==> src/rtl/ip4_rtl_arb_pkg.sv <==
// Shared types and helpers for the IP4 AXI address-channel arbiter.
// Holds the FSM state enum, the counter width and the rotate-priority pick.
package ip4_rtl_arb_pkg;

    typedef enum logic [1:0] {
        ST_IDLE,
        ST_ISSUE,
        ST_DRAIN
    } arb_state_e;

    localparam int IP4_ARB_CNT_W = 4;

    // One-hot of the first set bit of elig at or above ptr, wrapping at n.
    function automatic logic [7:0] rr_onehot(
        input logic [7:0] elig,
        input logic [2:0] ptr,
        input int         n
    );
        logic [7:0] oh;
        logic       found;
        logic [2:0] j;
        oh    = '0;
        found = 1'b0;
        for (int k = 0; k < 8; k++) begin
            if (k < n) begin
                j = 3'((int'(ptr) + k) % n);
                if (!found && elig[j]) begin
                    oh[j] = 1'b1;
                    found = 1'b1;
                end
            end
        end
        return oh;
    endfunction

endpackage

==> src/rtl/ip4_rtl_rr_pick.sv <==
// Combinational round-robin picker.
// Grants the first eligible requester at or above the pointer.
import ip4_rtl_arb_pkg::*;

module ip4_rtl_rr_pick #(
    parameter int N  = 4,
    parameter int PW = 2
) (
    input  logic [N-1:0]  elig,
    input  logic [PW-1:0] ptr,
    output logic [N-1:0]  gnt,
    output logic [PW-1:0] idx,
    output logic          any
);

    // Rotate-priority one-hot grant, then its binary index.
    always_comb begin
        gnt = N'(rr_onehot(8'(elig), 3'(ptr), N));
        idx = '0;
        for (int i = 0; i < N; i++) begin
            if (gnt[i]) idx = PW'(i);
        end
        any = |elig;
    end

endmodule

==> src/rtl/ip4_rtl_axi_arb.sv <==
// Round-robin arbiter for the IP4 AXI master address channel.
// Tags addresses with the requester ID, limits outstanding, supports drain.
import ip4_rtl_arb_pkg::*;

module ip4_rtl_axi_arb #(
    parameter int NUM_REQ  = 4,
    parameter int ID_W     = 4,
    parameter int ADDR_W   = 32,
    parameter int LEN_W    = 4,
    parameter int MAX_OUTS = 8
) (
    input  logic                        clk,
    input  logic                        rst_n,
    input  logic [NUM_REQ-1:0]          req_valid,
    output logic [NUM_REQ-1:0]          req_ready,
    input  logic [NUM_REQ*ADDR_W-1:0]   req_addr,
    input  logic [NUM_REQ*LEN_W-1:0]    req_len,
    input  logic [NUM_REQ-1:0]          req_wr,
    output logic                        m_avalid,
    input  logic                        m_aready,
    output logic [ADDR_W-1:0]           m_aaddr,
    output logic [LEN_W-1:0]            m_alen,
    output logic                        m_awr,
    output logic [ID_W-1:0]             m_aid,
    input  logic                        rsp_valid,
    input  logic [ID_W-1:0]             rsp_id,
    input  logic                        flush_req,
    output logic                        flush_done,
    output logic [NUM_REQ*4-1:0]        outs_cnt,
    output logic                        err
);

    localparam int PW = (NUM_REQ > 2) ? $clog2(NUM_REQ) : 1;
    localparam int CW = IP4_ARB_CNT_W;

    arb_state_e         state;
    logic [PW-1:0]      rr_ptr;
    logic [PW-1:0]      gnt_idx;
    logic [PW-1:0]      nxt_ptr;
    logic [PW-1:0]      eff_ptr;
    logic [PW-1:0]      pick_idx;
    logic [NUM_REQ-1:0] elig;
    logic [NUM_REQ-1:0] pick_gnt;
    logic [NUM_REQ-1:0] dec;
    logic [NUM_REQ-1:0] hit_zero;
    logic               pick_any;
    logic               hs;
    logic               can_grant;
    logic               accept;
    logic               all_zero;
    logic               rsp_bad;
    logic [CW-1:0]      cnt [NUM_REQ];
    logic [ADDR_W-1:0]  sel_addr;
    logic [LEN_W-1:0]   sel_len;
    logic               sel_wr;

    // Grant window: idle, or the cycle the held address is taken.
    always_comb begin
        hs        = (state == ST_ISSUE) && m_aready;
        nxt_ptr   = (32'(gnt_idx) == NUM_REQ - 1) ? '0 : gnt_idx + 1'b1;
        eff_ptr   = hs ? nxt_ptr : rr_ptr;
        can_grant = rst_n && !flush_req && ((state == ST_IDLE) || hs);
        for (int i = 0; i < NUM_REQ; i++) begin
            elig[i] = req_valid[i] && (cnt[i] < CW'(MAX_OUTS));
        end
    end

    ip4_rtl_rr_pick #(
        .N  (NUM_REQ),
        .PW (PW)
    ) u_pick (
        .elig (elig),
        .ptr  (eff_ptr),
        .gnt  (pick_gnt),
        .idx  (pick_idx),
        .any  (pick_any)
    );

    // Accept strobe and payload of the winning requester.
    always_comb begin
        req_ready = can_grant ? pick_gnt : '0;
        accept    = can_grant && pick_any;
        sel_addr  = '0;
        sel_len   = '0;
        sel_wr    = 1'b0;
        for (int i = 0; i < NUM_REQ; i++) begin
            if (pick_gnt[i]) begin
                sel_addr = req_addr[i*ADDR_W +: ADDR_W];
                sel_len  = req_len[i*LEN_W +: LEN_W];
                sel_wr   = req_wr[i];
            end
        end
    end

    // Response decode: legal decrements and protocol violations.
    always_comb begin
        all_zero = 1'b1;
        for (int i = 0; i < NUM_REQ; i++) begin
            hit_zero[i] = rsp_valid && (32'(rsp_id) == i) && (cnt[i] == '0);
            dec[i]      = rsp_valid && (32'(rsp_id) == i) && (cnt[i] != '0);
            outs_cnt[i*4 +: 4] = 4'(cnt[i]);
            if (cnt[i] != '0) all_zero = 1'b0;
        end
        rsp_bad = (rsp_valid && (32'(rsp_id) >= NUM_REQ)) || (|hit_zero);
    end

    // Outstanding counters and sticky error flag.
    always_ff @(posedge clk) begin
        if (!rst_n) begin
            for (int i = 0; i < NUM_REQ; i++) cnt[i] <= '0;
            err <= 1'b0;
        end else begin
            for (int i = 0; i < NUM_REQ; i++) begin
                if (req_valid[i] && req_ready[i] && !dec[i]) begin
                    cnt[i] <= cnt[i] + 1'b1;
                end else if (!(req_valid[i] && req_ready[i]) && dec[i]) begin
                    cnt[i] <= cnt[i] - 1'b1;
                end
            end
            if (rsp_bad) err <= 1'b1;
        end
    end

    // Arbiter FSM with registered address-channel outputs.
    always_ff @(posedge clk) begin
        if (!rst_n) begin
            state      <= ST_IDLE;
            rr_ptr     <= '0;
            gnt_idx    <= '0;
            m_avalid   <= 1'b0;
            m_aaddr    <= '0;
            m_alen     <= '0;
            m_awr      <= 1'b0;
            m_aid      <= '0;
            flush_done <= 1'b0;
        end else begin
            flush_done <= (state == ST_DRAIN) && flush_req && all_zero;
            if (accept) begin
                gnt_idx <= pick_idx;
                m_aaddr <= sel_addr;
                m_alen  <= sel_len;
                m_awr   <= sel_wr;
                m_aid   <= ID_W'(pick_idx);
            end
            unique case (state)
                ST_IDLE: begin
                    if (flush_req) begin
                        state <= ST_DRAIN;
                    end else if (accept) begin
                        state    <= ST_ISSUE;
                        m_avalid <= 1'b1;
                    end
                end
                ST_ISSUE: begin
                    if (m_aready) begin
                        rr_ptr <= nxt_ptr;
                        if (flush_req) begin
                            state    <= ST_DRAIN;
                            m_avalid <= 1'b0;
                        end else if (!accept) begin
                            state    <= ST_IDLE;
                            m_avalid <= 1'b0;
                        end
                    end
                end
                ST_DRAIN: begin
                    if (!flush_req) state <= ST_IDLE;
                end
                default: state <= ST_IDLE;
            endcase
        end
    end

endmodule

==> config.mk <==
export PLATFORM = sky130hd
export DESIGN_NAME = ip4_rtl_axi_arb
export DESIGN_NICKNAME = d
export VERILOG_FILES = /design/src/rtl/ip4_rtl_arb_pkg.sv /design/src/rtl/ip4_rtl_rr_pick.sv /design/src/rtl/ip4_rtl_axi_arb.sv
export SDC_FILE = /design/constraint.sdc
export NUM_CORES = 1
export LEC_CHECK = 0
export CAP_MARGIN = 25
export CORE_MARGIN = 1
export CORE_UTILIZATION = 36
export CTS_CLUSTER_SIZE = 8
export DETAILED_ROUTE_END_ITERATION = 16
export PLACE_DENSITY_LB_ADDON = 0.08
export SLEW_MARGIN = 25
export SYNTH_ARGS = -nofsm -noshare
export SYNTH_HDL_FRONTEND = slang
export SYNTH_HIERARCHICAL = 1
export SYNTH_SLANG_ARGS = --single-unit
==> constraint.sdc <==
create_clock -name clk -period 5.6 [get_ports clk]
set_clock_uncertainty 0.2 [all_clocks]
set_input_delay 1.12 -clock clk [delete_from_list [all_inputs] [get_ports clk]]
set_output_delay 1.12 -clock clk [all_outputs]
set_load 0.02 [all_outputs]
==> results.json <==
{
  "finalNonFillerCells": 869,
  "synth_seq_cells": 62,
  "firstDrtPassIters": 5,
  "cpPeakStageDelay_ps": 600,
  "cp.required_ps": 4280,
  "avgSynthCellArea_um2": 8.35,
  "initial_utilization": 0.370,
  "clkTransAtPathRegs_ps": 60,
  "cts_hold_buf": 0,
  "finalHoldViolCount": 0,
  "drive_above_1_share": 0.0840,
  "max_slew_margin": 0.484,
  "n_antenna_cell": 0,
  "wl_per_cell_um": 17.1,
  "total_leakage_power_nw": 2.68,
  "dp_hpwl_um": 10900,
  "synth.distinct_cells": 60,
  "io_buffers": 222,
  "p_sw_mw": 0.512,
  "rsz0062_at_grt": "false",
  "nets": 902,
  "drtIter0Drc": 296,
  "maxCapViolCount": 0,
  "row_count": 39,
  "crit_top_cell": "buf_4",
  "end_kind": "output port",
  "yosysWarnings": 6,
  "synth-edff-count": 16,
  "period_share": 0.922,
  "p_per_area_mw_per_mm2": 241,
  "min_period_ps": 5160,
  "dpl-instance-area_mm2": 0.00664,
  "design.die.area_mm2": 0.0122,
  "cpMaxStageDelayCell": "mux4_2",
  "overflow": 0,
  "grt_pass1_wl_um": 23800,
  "synth-xor-area-share": 0.0165,
  "routed_wl_um": 14800,
  "synth_top_family_by_area": "compound AO/OA/AOI/OAI gates",
  "synth_top_area_share": 0.217,
  "syn-instance-count": 509,
  "globalRouteTotalUtil": 0.243,
  "root_buffer": "clkbuf_16",
  "cts_buffers": 9,
  "yosys.area_share.simple": 0.222,
  "tritoncts": "done",
  "setup_slack_ps": 437,
  "io_pins": 225,
  "synth.most_common_cell": "a21oi_1",
  "synthMuxAreaShare": 0.0315,
  "path_delay_family": "buffers and inverters",
  "synthAdderAreaFrac": 0.0642,
  "setup_violations": 0,
  "peakVddDrop_v": 0.000175,
  "tns_ps": 0,
  "grt_max_degree": 78,
  "crit_fanout": 9,
  "max_freq_mhz": 194,
  "cts.sink_count": 62,
  "ys_seq_area_frac": 0.330,
  "internal_power_mw": 1.17,
  "worstSetupPathType": "in2out",
  "clockPowerShare": 0.361,
  "crit_chain": "clkdlybuf4s50_1 -> nand3b_1 -> o31ai_2 -> buf_4 -> mux4_2 -> buf_4 -> nand2_1 -> o21ai_0 -> a221o_2 -> and2_1 -> dlymetal6s2s_1",
  "dp_slack_ps": 78.1,
  "start_kind": "input port",
  "yosysTopAreaCell": "dfxtp_1",
  "switching_share": 0.304,
  "fp.dieW_um": 111,
  "status": "finished, final reports clean",
  "clkLatencyLatePin_ps": 330,
  "yosys-top-cells-area": "dfxtp_1 22%, edfxtp_1 11%, a21oi_1 9.5%",
  "gp_congestion": 0.854,
  "ant_nets": 0,
  "core-area_mm2": 0.0115,
  "dp_cells": 853,
  "async_reset_ff_frac": 0,
  "p_comb_frac": 0.336,
  "synthFlopType": "dfxtp_1",
  "synth-compound-area-share": 0.279,
  "drc_errors": 0,
  "clk_path_buf_depth": 2,
  "area_growth_pct": 64.2,
  "worstPathArrival_ps": 3840,
  "viasPerCell": 5.40,
  "max_slew.worst_pin.slew_ps": 774,
  "fin_area_mm2": 0.00698,
  "cp_num_buf_inv": 4,
  "die_h_um": 111,
  "yosys-top-cells-count": "81 x a21oi_1, 46 x dfxtp_1, 46 x o21ai_0, 42 x nor2b_1",
  "cts_htree_levels": 3,
  "grt_pass1_vias": 4701,
  "netlist_area_mm2": 0.00425,
  "p_seq_frac": 0.304,
  "vias": 4693,
  "power_mw": 1.68,
  "min_path_type": "reg2reg",
  "drv_slew": 0,
  "antenna_found_initial": 0
}
kinds of logic (layout without fill, tap and decap cells):
kind of cell / count (synthesis) / count (layout)
AOI/OAI and AO/OA: 190 / 190
xor gates and xnor gates: 8 / 8
adders and majority gates: 20 / 20
DFF: 62 / 62
buffers and inverters: 56 / 272
and+or+nand+nor: 164 / 164
muxes: 8 / 8
other: 1 / 2
cells in the final DEF, fill, tap and decap left out, drive strengths merged, types with 4 or more instances in the layout:
cell and instances:
a21oi 81, a221oi 37, and2 7, buf 20
clkbuf 11, clkdlybuf4s50 217, dfxtp 46, dlymetal6s2s 4
edfxtp 16, ha 17, inv 15, mux4 4
nand2 28, nand2b 5, nand3b 4, nor2 17
nor2b 42, nor3 40, nor4 4, o21ai 51
xnor2 5
stage by stage:
step / hold WS, ps / util
after global placement: 284 / 0.579
after floorplan: 259 / -
after detailed placement: 289 / 0.579
final: 307 / 0.608
after global routing: 327 / 0.608
after CTS: 301 / 0.607
flip-flops by register name, summed over array words and instances (netlist names), 2 cells and up:
name,cells
m_aaddr,32
cnt,16
m_alen,4
gnt_idx,2
rr_ptr,2
state,2
metal layers:
layer / vias up / share of wire / track usage / routed length [um]
met5: - / 0 / 0 / 0
met3: 22 / 0.064 / 0.0648 / 943
met4: 0 / 0.021 / 0.0809 / 310
met1: 2189 / 0.42 / 0.289 / 6230
met2: 165 / 0.50 / 0.422 / 7350
li1: 2317 / - / - / -
final timing paths:
kind	from	endpoint	slack, ps	cells past startpoint
worst min register to register	m_aaddr[29]$_SDFFE_PN0P_	m_aaddr[29]$_SDFFE_PN0P_	310	1
worst max-delay path	m_aready	req_ready[2]	440	11
worst max register to register	gnt_idx[0]$_SDFFE_PN0P_	cnt[2][3]$_SDFFCE_PN0P_	1320	18
worst min-delay path	m_aaddr[29]$_SDFFE_PN0P_	m_aaddr[29]$_SDFFE_PN0P_	310	1
power by group through the flow:
stage | Clock, mW | Sequential (mW) | Combinational, mW
floorplan | 0 | 0.550 | 0.276
global placement | 0 | 0.519 | 0.557
detailed placement | 0 | 0.520 | 0.565
CTS | 0.616 | 0.511 | 0.568
global route | 0.643 | 0.515 | 0.614
finish | 0.607 | 0.511 | 0.565
layout make-up:
| cell class | count | area (um2) |
|---|---|---|
| clock inverter | 5 | 52.6 |
| fill | 1033 | 4490 |
| multi-input combinational | 392 | 2630 |
| tap | 143 | 179 |
| timing repair buffer | 241 | 2380 |
| inverter | 15 | 56.3 |
| sequential | 62 | 1400 |
| clock buffer | 11 | 275 |
what timing repair did:
action,4_1_cts,5_1_grt
buffers inserted,0,0
setup endpoints to repair,0,4
resized for setup,0,4
(Power assumes the default switching activity.)
